`src/rtl/snow64_direct_mapped_instr_cache_pkg.sv`:
```
// Shared instruction-cache definitions: FSM state, default geometry and the
// request/response structs used by fetch-side ports.
package snow64_direct_mapped_instr_cache_pkg;
  localparam int DEF_NUM_LINES   = 8;
  localparam int DEF_LINE_WIDTH  = 256;
  localparam int DEF_INSTR_WIDTH = 32;
  localparam int DEF_ADDR_WIDTH  = 64;

  typedef enum logic {
    ST_IDLE     = 1'b0,
    ST_WAIT_MEM = 1'b1
  } icache_state_t;

  typedef struct packed {
    logic                      req;
    logic [DEF_ADDR_WIDTH-1:0] addr;
  } icache_read_req_t;

  typedef struct packed {
    logic                       valid;
    logic [DEF_INSTR_WIDTH-1:0] instr;
  } icache_read_resp_t;

  typedef struct packed {
    logic                      req;
    logic [DEF_ADDR_WIDTH-1:0] addr;
  } icache_mem_req_t;
endpackage

```
`src/rtl/snow64_direct_mapped_instr_cache_if.sv`:
```
// Fetch, line-fill and counter signals of the instruction cache.
interface snow64_direct_mapped_instr_cache_if
  import snow64_direct_mapped_instr_cache_pkg::*;
#(
  parameter int ADDR_WIDTH  = DEF_ADDR_WIDTH,
  parameter int INSTR_WIDTH = DEF_INSTR_WIDTH,
  parameter int LINE_WIDTH  = DEF_LINE_WIDTH
);
  logic                   req_read_req;
  logic [ADDR_WIDTH-1:0]  req_read_addr;
  logic                   req_read_valid;
  logic [INSTR_WIDTH-1:0] req_read_instr;
  logic                   flush;
  logic                   mem_req;
  logic [ADDR_WIDTH-1:0]  mem_addr;
  logic                   mem_valid;
  logic [LINE_WIDTH-1:0]  mem_data;
  logic [31:0]            hit_count;
  logic [31:0]            miss_count;

  modport slave (
    input  req_read_req, req_read_addr, flush, mem_valid, mem_data,
    output req_read_valid, req_read_instr, mem_req, mem_addr, hit_count, miss_count
  );
  modport master (
    output req_read_req, req_read_addr, flush, mem_valid, mem_data,
    input  req_read_valid, req_read_instr, mem_req, mem_addr, hit_count, miss_count
  );
endinterface

```
`src/rtl/snow64_icache_line_array.sv`:
```
// Direct-mapped line storage: one write port, async read, bulk valid clear.
module snow64_icache_line_array #(
  parameter int NUM_LINES  = 8,
  parameter int TAG_WIDTH  = 56,
  parameter int LINE_WIDTH = 256
) (
  input  logic                         clk,
  input  logic                         rst_n,
  input  logic                         clear_all,
  input  logic                         wr_en,
  input  logic [$clog2(NUM_LINES)-1:0] wr_idx,
  input  logic [TAG_WIDTH-1:0]         wr_tag,
  input  logic [LINE_WIDTH-1:0]        wr_data,
  input  logic [$clog2(NUM_LINES)-1:0] rd_idx,
  output logic                         rd_valid,
  output logic [TAG_WIDTH-1:0]         rd_tag,
  output logic [LINE_WIDTH-1:0]        rd_data
);
  logic [NUM_LINES-1:0]                 valid_q;
  logic [NUM_LINES-1:0][TAG_WIDTH-1:0]  tag_q;
  logic [NUM_LINES-1:0][LINE_WIDTH-1:0] data_q;

  // Clear beats a same-cycle write so a flushed fill never becomes visible.
  always_ff @(posedge clk or negedge rst_n)
    if (!rst_n)         valid_q         <= '0;
    else if (clear_all) valid_q         <= '0;
    else if (wr_en)     valid_q[wr_idx] <= 1'b1;

  always_ff @(posedge clk)
    if (wr_en) begin
      tag_q[wr_idx]  <= wr_tag;
      data_q[wr_idx] <= wr_data;
    end

  assign rd_valid = valid_q[rd_idx];
  assign rd_tag   = tag_q[rd_idx];
  assign rd_data  = data_q[rd_idx];
endmodule

```
`src/rtl/snow64_direct_mapped_instr_cache.sv`:
```
// Direct-mapped instruction cache: single outstanding line fill, one-cycle hits,
// wrapping hit/miss counters.
module snow64_direct_mapped_instr_cache
  import snow64_direct_mapped_instr_cache_pkg::*;
#(
  parameter int NUM_LINES   = DEF_NUM_LINES,
  parameter int LINE_WIDTH  = DEF_LINE_WIDTH,
  parameter int INSTR_WIDTH = DEF_INSTR_WIDTH,
  parameter int ADDR_WIDTH  = DEF_ADDR_WIDTH
) (
  input logic clk,
  input logic rst_n,
  snow64_direct_mapped_instr_cache_if.slave bus
);
  localparam int BYTE_OFF_W = $clog2(INSTR_WIDTH/8);
  localparam int WORD_OFF_W = $clog2(LINE_WIDTH/INSTR_WIDTH);
  localparam int IDX_W      = $clog2(NUM_LINES);
  localparam int LINE_OFF_W = BYTE_OFF_W + WORD_OFF_W;
  localparam int TAG_W      = ADDR_WIDTH - LINE_OFF_W - IDX_W;
  localparam int WORDS      = LINE_WIDTH/INSTR_WIDTH;

  icache_state_t state, state_nxt;
  logic [WORD_OFF_W-1:0] req_word, cap_word, cap_word_nxt;
  logic [IDX_W-1:0]      req_idx, cap_idx, cap_idx_nxt;
  logic [TAG_W-1:0]      req_tag, cap_tag, cap_tag_nxt;
  logic                  fill_flushed, fill_flushed_nxt;
  logic                  valid_nxt, mem_req_nxt;
  logic [INSTR_WIDTH-1:0] instr_nxt;
  logic [ADDR_WIDTH-1:0] mem_addr_nxt;
  logic [31:0]           hit_nxt, miss_nxt;
  logic                  line_valid, hit, install, unused_addr_bits;
  logic [TAG_W-1:0]      line_tag;
  logic [LINE_WIDTH-1:0] line_data;
  logic [WORDS-1:0][INSTR_WIDTH-1:0] line_words, fill_words;

  assign req_word   = bus.req_read_addr[LINE_OFF_W-1:BYTE_OFF_W];
  assign req_idx    = bus.req_read_addr[LINE_OFF_W+IDX_W-1:LINE_OFF_W];
  assign req_tag    = bus.req_read_addr[ADDR_WIDTH-1:LINE_OFF_W+IDX_W];
  assign unused_addr_bits = ^bus.req_read_addr[BYTE_OFF_W-1:0];
  assign line_words = line_data;
  assign fill_words = bus.mem_data;

  // A same-cycle flush turns a would-be hit into a miss.
  assign hit     = line_valid && (line_tag == req_tag) && !bus.flush;
  // Any flush seen since the fill started keeps the returned line invalid.
  assign install = (state == ST_WAIT_MEM) && bus.mem_valid && !bus.flush && !fill_flushed;

  snow64_icache_line_array #(
    .NUM_LINES(NUM_LINES), .TAG_WIDTH(TAG_W), .LINE_WIDTH(LINE_WIDTH)
  ) u_lines (
    .clk(clk), .rst_n(rst_n), .clear_all(bus.flush),
    .wr_en(install), .wr_idx(cap_idx), .wr_tag(cap_tag), .wr_data(bus.mem_data),
    .rd_idx(req_idx), .rd_valid(line_valid), .rd_tag(line_tag), .rd_data(line_data)
  );

  always_ff @(posedge clk or negedge rst_n)
    if (!rst_n) state <= ST_IDLE;
    else        state <= state_nxt;

  always_comb begin
    state_nxt        = state;
    cap_word_nxt     = cap_word;
    cap_idx_nxt      = cap_idx;
    cap_tag_nxt      = cap_tag;
    fill_flushed_nxt = fill_flushed | bus.flush;
    valid_nxt        = 1'b0;
    mem_req_nxt      = 1'b0;
    instr_nxt        = bus.req_read_instr;
    mem_addr_nxt     = bus.mem_addr;
    hit_nxt          = bus.hit_count;
    miss_nxt         = bus.miss_count;
    case (state)
      ST_IDLE: if (bus.req_read_req) begin
        if (hit) begin
          valid_nxt = 1'b1;
          instr_nxt = line_words[req_word];
          hit_nxt   = bus.hit_count + 32'd1;
        end else begin
          mem_req_nxt      = 1'b1;
          mem_addr_nxt     = {bus.req_read_addr[ADDR_WIDTH-1:LINE_OFF_W], {LINE_OFF_W{1'b0}}};
          miss_nxt         = bus.miss_count + 32'd1;
          cap_word_nxt     = req_word;
          cap_idx_nxt      = req_idx;
          cap_tag_nxt      = req_tag;
          fill_flushed_nxt = 1'b0;
          state_nxt        = ST_WAIT_MEM;
        end
      end
      ST_WAIT_MEM: if (bus.mem_valid) begin
        valid_nxt = 1'b1;
        instr_nxt = fill_words[cap_word];
        state_nxt = ST_IDLE;
      end
      default: state_nxt = ST_IDLE;
    endcase
  end

  always_ff @(posedge clk or negedge rst_n)
    if (!rst_n) begin
      bus.req_read_valid <= 1'b0;
      bus.req_read_instr <= '0;
      bus.mem_req        <= 1'b0;
      bus.mem_addr       <= '0;
      bus.hit_count      <= '0;
      bus.miss_count     <= '0;
      cap_word           <= '0;
      cap_idx            <= '0;
      cap_tag            <= '0;
      fill_flushed       <= 1'b0;
    end else begin
      bus.req_read_valid <= valid_nxt;
      bus.req_read_instr <= instr_nxt;
      bus.mem_req        <= mem_req_nxt;
      bus.mem_addr       <= mem_addr_nxt;
      bus.hit_count      <= hit_nxt;
      bus.miss_count     <= miss_nxt;
      cap_word           <= cap_word_nxt;
      cap_idx            <= cap_idx_nxt;
      cap_tag            <= cap_tag_nxt;
      fill_flushed       <= fill_flushed_nxt;
    end
endmodule

```
`src/flat_wrapper.sv`:
```
// flat-port wrapper written by rule: the top's interface ports become plain ports
module snow64_direct_mapped_instr_cache_flat import snow64_direct_mapped_instr_cache_pkg::*;
#(
  parameter int NUM_LINES   = DEF_NUM_LINES,
  parameter int LINE_WIDTH  = DEF_LINE_WIDTH,
  parameter int INSTR_WIDTH = DEF_INSTR_WIDTH,
  parameter int ADDR_WIDTH  = DEF_ADDR_WIDTH
)
  (clk, rst_n, bus_req_read_req, bus_req_read_addr, bus_flush, bus_mem_valid, bus_mem_data, bus_req_read_valid, bus_req_read_instr, bus_mem_req, bus_mem_addr, bus_hit_count, bus_miss_count);
  snow64_direct_mapped_instr_cache_if #(.ADDR_WIDTH(ADDR_WIDTH), .INSTR_WIDTH(INSTR_WIDTH), .LINE_WIDTH(LINE_WIDTH)) bus_i ();
  input logic clk;
  input logic rst_n;
  input wire logic [$bits(bus_i.req_read_req)-1:0] bus_req_read_req;
  input wire logic [$bits(bus_i.req_read_addr)-1:0] bus_req_read_addr;
  input wire logic [$bits(bus_i.flush)-1:0] bus_flush;
  input wire logic [$bits(bus_i.mem_valid)-1:0] bus_mem_valid;
  input wire logic [$bits(bus_i.mem_data)-1:0] bus_mem_data;
  output wire logic [$bits(bus_i.req_read_valid)-1:0] bus_req_read_valid;
  output wire logic [$bits(bus_i.req_read_instr)-1:0] bus_req_read_instr;
  output wire logic [$bits(bus_i.mem_req)-1:0] bus_mem_req;
  output wire logic [$bits(bus_i.mem_addr)-1:0] bus_mem_addr;
  output wire logic [$bits(bus_i.hit_count)-1:0] bus_hit_count;
  output wire logic [$bits(bus_i.miss_count)-1:0] bus_miss_count;
  assign bus_i.req_read_req = bus_req_read_req;
  assign bus_i.req_read_addr = bus_req_read_addr;
  assign bus_i.flush = bus_flush;
  assign bus_i.mem_valid = bus_mem_valid;
  assign bus_i.mem_data = bus_mem_data;
  assign bus_req_read_valid = bus_i.req_read_valid;
  assign bus_req_read_instr = bus_i.req_read_instr;
  assign bus_mem_req = bus_i.mem_req;
  assign bus_mem_addr = bus_i.mem_addr;
  assign bus_hit_count = bus_i.hit_count;
  assign bus_miss_count = bus_i.miss_count;
  snow64_direct_mapped_instr_cache #(.NUM_LINES(NUM_LINES), .LINE_WIDTH(LINE_WIDTH), .INSTR_WIDTH(INSTR_WIDTH), .ADDR_WIDTH(ADDR_WIDTH)) u_core (.clk(clk), .rst_n(rst_n), .bus(bus_i));
endmodule
```
`config.mk`:
```
export PLATFORM = sky130hd
export DESIGN_NAME = snow64_direct_mapped_instr_cache_flat
export DESIGN_NICKNAME = d
export VERILOG_FILES = /design/src/rtl/snow64_direct_mapped_instr_cache_pkg.sv /design/src/rtl/snow64_direct_mapped_instr_cache_if.sv /design/src/rtl/snow64_icache_line_array.sv /design/src/rtl/snow64_direct_mapped_instr_cache.sv /design/src/flat_wrapper.sv
export SDC_FILE = /design/constraint.sdc
export NUM_CORES = 2
export LEC_CHECK = 0
export CORE_MARGIN = 2
export CORE_UTILIZATION = 54
export DETAILED_ROUTE_END_ITERATION = 8
export HOLD_SLACK_MARGIN = 0.03
export PLACE_DENSITY = 0.73
export SLEW_MARGIN = 30
export SYNTH_ARGS = -nofsm -noshare
export SYNTH_HDL_FRONTEND = slang
export SYNTH_SLANG_ARGS = --single-unit
```
`constraint.sdc`:
```
create_clock -name clk -period 34 [get_ports clk]
set_clock_uncertainty 0.05 [all_clocks]
set_input_delay 6.8 -clock clk [delete_from_list [all_inputs] [get_ports clk]]
set_output_delay 6.8 -clock clk [all_outputs]
set_load 0.05 [all_outputs]
```
* After elaboration in Yosys (flattened, before gate mapping) *
Index checks and enable logic that the tools add are counted.

cells by class
  muxes and demuxes = 36
  order comparisons = 5
  reduce and logical (&&, ||, !) cells = 12
  equality and inequality tests = 4
  bitwise gates (word level) = 4
  add/subtract/negate cells = 2

operator list
  operator                                                                count
  2048-bit bitwise mux                                                    1
  256-bit binary-select mux with 3-bit select                             1
  256-bit demux with 3-bit select                                         1
  256-bit 2-to-1 mux                                                      2
  448-bit bitwise mux                                                     1
  32-bit binary-select mux with 3-bit select                              2
  56-bit binary-select mux with 3-bit select                              1
  56-bit demux with 3-bit select                                          1
  32-bit 2-to-1 mux                                                       5
  56-bit 2-to-1 mux                                                       2
  32-bit by 1-bit adder with 32-bit output (second input constant)        2
  32-bit one-hot mux with 2 select lines                                  1
  56-bit equality test                                                    1
  3-bit by 4-bit < comparator with 1-bit output (second input constant)   4
  8-bit 2-to-1 mux                                                        2
  1-bit 2-to-1 mux                                                        12
  3-bit AND reduction                                                     3
  8-bit bitwise OR                                                        1
  1-bit logical AND                                                       6
  2-bit != test (second input constant)                                   2
  1-bit one-hot mux with 2 select lines                                   2
  1-bit binary-select mux with 3-bit select                               1
  1-bit demux with 3-bit select                                           1
  3-bit by 1-bit >= comparator with 1-bit output (second input constant)  1
  other kinds (5)                                                         7

word-level totals
  bits in registers = 2,725
  input port bits = 325

* Depth between registers and ports, before layout *
  depth after elaboration = 8
  gate-level depth with buffers = 16

* Modules after synthesis *
Synthesis repeated with hierarchy kept, for this count alone.

unflattened totals
  cell total of the unflattened synthesis = 4,680
  area, all modules = 105,411.1 sq um

modules (own cells, without submodules)
  module                            area each (sq um)  instances  seq. area each (sq um)  cells each
  snow64_icache_line_array          93,833.7           1          75,152.1                3,652
  snow64_direct_mapped_instr_cache  11,577.4           1          4,053.9                 1,028

* Worst setup path before layout *
No wires, ideal clock.

  kind = input -> register
  start = input bus_flush
  end = register u_core.u_lines.data_q[0] (netlist name), enable pin
  setup time = 1,369 ps
  stages = 3
  path buffers = 1
  arrival = 28,569 ps
  setup slack = 4,011 ps
  cell sequence = clkbuf_1 or4_1 nor3_1

between the ends
  cells in the longest elaborated chain, start to end = 3

RTL lines
  element                         line                                    source
  start: declaration              flat_wrapper.sv:15                      input wire logic [$bits(bus_i.flush)-1:0] bus_flush;
  1-bit logical NOT               snow64_direct_mapped_instr_cache.sv:46  assign install = (state == ST_WAIT_MEM) && bus.mem_valid && !bus.flush && !fill_flushed;
  1-bit logical AND (2 in a row)  snow64_direct_mapped_instr_cache.sv:46
  end signal: indexed assignment  snow64_icache_line_array.sv:32          data_q[wr_idx] <= wr_data;
  end: declaration                snow64_icache_line_array.sv:21          logic [NUM_LINES-1:0][LINE_WIDTH-1:0] data_q;

No other way between the ends.
A chain may end at the register's enable or synchronous reset.

* Worst setup path after layout *
  start = input bus_req_read_addr[7]
  end = register u_core.cap_tag[47]

between the ends
  cells in the longest elaborated chain, start to end = 7
  elaborated cells between the ends (all ways) = 9

RTL lines
  element                                     line                                     source
  start: declaration                          flat_wrapper.sv:14                       input wire logic [$bits(bus_i.req_read_addr)-1:0] bus_req_read_addr;
  56-bit binary-select mux with 3-bit select  snow64_icache_line_array.sv:36           assign rd_tag = tag_q[rd_idx];
  56-bit 2-to-1 mux (implied by the code)     snow64_icache_line_array.sv:36
  56-bit equality test                        snow64_direct_mapped_instr_cache.sv:44   assign hit = line_valid && (line_tag == req_tag) && !bus.flush;
  1-bit logical AND (*) (2 in a row)          snow64_direct_mapped_instr_cache.sv:44
  1-bit inverter (no source line) (*)         -
  3-bit AND reduction (no source line) (*)    -
  end signal: assignment                      snow64_direct_mapped_instr_cache.sv:119  cap_tag <= cap_tag_nxt;
  end: declaration                            snow64_direct_mapped_instr_cache.sv:25   logic [TAG_W-1:0] req_tag, cap_tag, cap_tag_nxt;

Mark *: on every way between the ends. The rest lies on a longest branch, timed or not. The select of a mux whose other input is x is not followed.

==> impl_metrics.json <==
{
  "die_h_um": 443,
  "p_sw_frac": 0.227,
  "clock_latency_ps": 930,
  "grt_pass1_wl_mm": 347,
  "p_per_area_mw_per_mm2": 61.5,
  "final_core_util": 0.630,
  "hpwl_mm": 129,
  "cts_tree": "done",
  "port_buffers": 479,
  "postLayoutCellArea_mm2": 0.121,
  "path_max_fanout": 66,
  "synth_top_family_by_area": "multiplexers",
  "fin_crit_sh": 0.368,
  "synth.cell_area_mm2": 0.104,
  "layout_common_cells": "edfxtp_1 (2,496), mux4_2 (811), clkdlybuf4s50_1 (472)",
  "hold_path_class": "reg -> reg",
  "cts_resized": 0,
  "synth_top_area_frac": 0.719,
  "io_pins": 487,
  "cts_root_buffer": "clkbuf_16",
  "drtIter0Drc": 4501,
  "ys_warn_count": 0,
  "synth_adder_area_share": 0.000240,
  "setup_viol": 0,
  "synth-edff-count": 2496,
  "syn_to_final_growth_pct": 16.2,
  "worst_slew_pin_slew_ps": 1060,
  "slew_violations": 0,
  "rows": 161,
  "power.switching_uw": 1690,
  "layout_min_cycle_time_ps": 12530,
  "ys_ff_latch": 2666,
  "nFillCells": 12700,
  "synth_top_cell_by_area": "edfxtp_1",
  "cp.required_ps": 34730,
  "status": "finished, final reports clean",
  "avgSynthCellArea_um2": 23.5,
  "clock_power_share": 0.399,
  "core-area_mm2": 0.192,
  "muxShareOfSynthArea": 0.200,
  "endpoint_kind": "flip-flop",
  "drt_wl_total_mm": 237,
  "report.final.hold_viol_count": 0,
  "route.detailed.drc": 0,
  "clock_sinks": 2666,
  "pwr-share-seq": 0.506,
  "power.leakage_uw": 0.0389,
  "cts_hold_buf": 0,
  "multiInputGateArea_mm2": 0.0239,
  "power_frac_comb": 0.095,
  "clk_pin_slew_ps": 60,
  "htree_levels": 5,
  "grt_max_degree": 150,
  "crit_path_start_kind": "input port",
  "die_area_mm2": 0.197,
  "final.setup.tns_ps": 0,
  "antenna_found_initial": 80,
  "final_nets": 5384,
  "final_common_cell": "edfxtp_1",
  "final_layout_size_suffix_gt1_frac": 0.269,
  "max_freq_mhz": 79.8,
  "overflow": 0,
  "ys_top_cells_by_area": "edfxtp_1 (72%), mux4_2 (18%), dfrtp_1 (4.1%)",
  "cts_buffer_depth": 4,
  "synthXorXnorAreaFrac": 0.00857,
  "fin_ws_ps": 21470,
  "grt_pass1_vias": 50900,
  "p_int_uw": 5750,
  "p_total_uw": 7450,
  "initial_core_util": 0.543,
  "synth_seq_area_share": 0.760,
  "place_ws_ps": 20530,
  "grtUsageTotal": 0.242,
  "final-seq-area_mm2": 0.0792,
  "dr.pass1.iters": 6,
  "cap_violations": 0,
  "slew-limit-headroom": 0.294,
  "arrival_ps": 13260,
  "async_reset_ff_frac": 0.0638,
  "avgViaCountPerCell": 6.29,
  "globalplace.congestion": 0.817,
  "antenna_left": 0,
  "wl_per_cell_um": 30.3,
  "ir_drop_mv": 0.0521,
  "postCtsSetupBuffers": 0,
  "rsz0062_at_grt": "no",
  "crit_type": "in -> reg",
  "placed_area_mm2": 0.112,
  "vias": 49200,
  "synth_cells": 4435,
  "r2r_setup_slack_ps": 28880,
  "ys.flop_type": "edfxtp_1",
  "synth_cell_type_count": 53,
  "die_w_um": 443,
  "cts_buffers": 285,
  "synth-simple-area-share": 0.0125,
  "synth-compound-area-share": 0.00665
}
==> metrics by stage <==
stage               hold slack [ps]  instances
finish                          422       7819
global route                    436       7814
CTS                             424       7776
detailed placement              413       7285
global placement                408       7283
floorplan                       411       4439
==> critical path: stages <==
cell,delay [ps]
buf_8,450
buf_4,750
buf_6,660
mux4_2,420
mux2i_1,190
xor2_1,190
nand4_1,150
nor4_1,730
nand4_1,240
or4_4,860
nand2_4,520
buf_4,670
mux2_2,420
==> final timing paths <==
kind,depth (start not counted),from,to
hold reg to reg,1,u_core.bus.hit_count[31]$_DFFE_PN0P_,u_core.bus.hit_count[31]$_DFFE_PN0P_
min in group asynchronous,1,rst_n,u_core.bus.hit_count[10]$_DFFE_PN0P_
hold / removal,1,u_core.bus.hit_count[31]$_DFFE_PN0P_,u_core.bus.hit_count[31]$_DFFE_PN0P_
setup reg to reg,10,u_core.u_lines.tag_q[207]$_DFFE_PP_,u_core.cap_tag[47]$_DFFE_PN0P_
setup / recovery,13,bus_req_read_addr[7],u_core.cap_tag[47]$_DFFE_PN0P_
max in group asynchronous,3,rst_n,u_core.cap_word[0]$_DFFE_PN0P_
==> metal layers <==
layer | GRT usage | vias up | routed length (µm)
met1 | 0.323 | 26600 | 92100
met5 | 0 | - | 235
met4 | 0.0895 | 36 | 8360
met3 | 0.0447 | 486 | 14900
met2 | 0.402 | 1821 | 121000
li1 | - | 20200 | -
==> cell usage after synthesis (5+ instances only) <==
library cell     n
a221oi_1         9
nand4_1         23
clkbuf_1        88
nor2_1          46
xnor2_1         48
mux2i_1        133
o21a_1          30
xor2_1          54
a21oi_1          7
and3_1          15
mux2_2         110
a22o_1           5
buf_4           24
nor3_1          26
nand3_1         33
buf_6           20
dfrtp_1        170
buf_2           63
nor4_1          13
a22oi_1         11
o22ai_1         10
nand2_1         79
nor2b_1          7
nand2b_1         5
inv_1            9
edfxtp_1      2496
o21ai_0         11
mux4_2         811
buf_1           43
==> registers in the layout, indices dropped and copies added, names as in the netlist <==
signal,flops
u_core.bus.hit_count,32
u_core.bus.mem_addr,1
u_core.bus.mem_req,1
u_core.bus.miss_count,32
u_core.bus.req_read_instr,32
u_core.bus.req_read_valid,1
u_core.cap_idx,2
u_core.cap_tag,56
u_core.cap_word,3
u_core.fill_flushed,1
u_core.state,1
u_core.u_lines.data_q,2048
u_core.u_lines.tag_q,448
u_core.u_lines.valid_q,8
==> cells by family after synthesis <==
family                     Yosys count
AOI/OAI and AO/OA                   95
xor gates and xnor gates           102
adders and majority gates            2
buffers and inverters              248
DFF                               2666
muxes                             1057
other                                1
and+or+nand+nor                    264
==> final cells by class <==
cell class | count | share of cell area
antenna | 32 | 0.000661
clock buffer | 372 | 0.0644
inverter | 9 | 0.000279
timing repair buffer | 570 | 0.0486
sequential | 2666 | 0.654
tap | 2526 | 0.0261
clock inverter | 119 | 0.00917
multi-input combinational | 1525 | 0.197
==> power by group through the flow <==
stage | clock network (µW) | logic, µW | registers, µW
detailed placement | 0 | 713 | 3840
global placement | 0 | 703 | 3830
floorplan | 0 | 311 | 3950
CTS | 3030 | 716 | 3770
finish | 2970 | 709 | 3770
global route | 3160 | 742 | 3780
(Power assumes the default switching activity.)
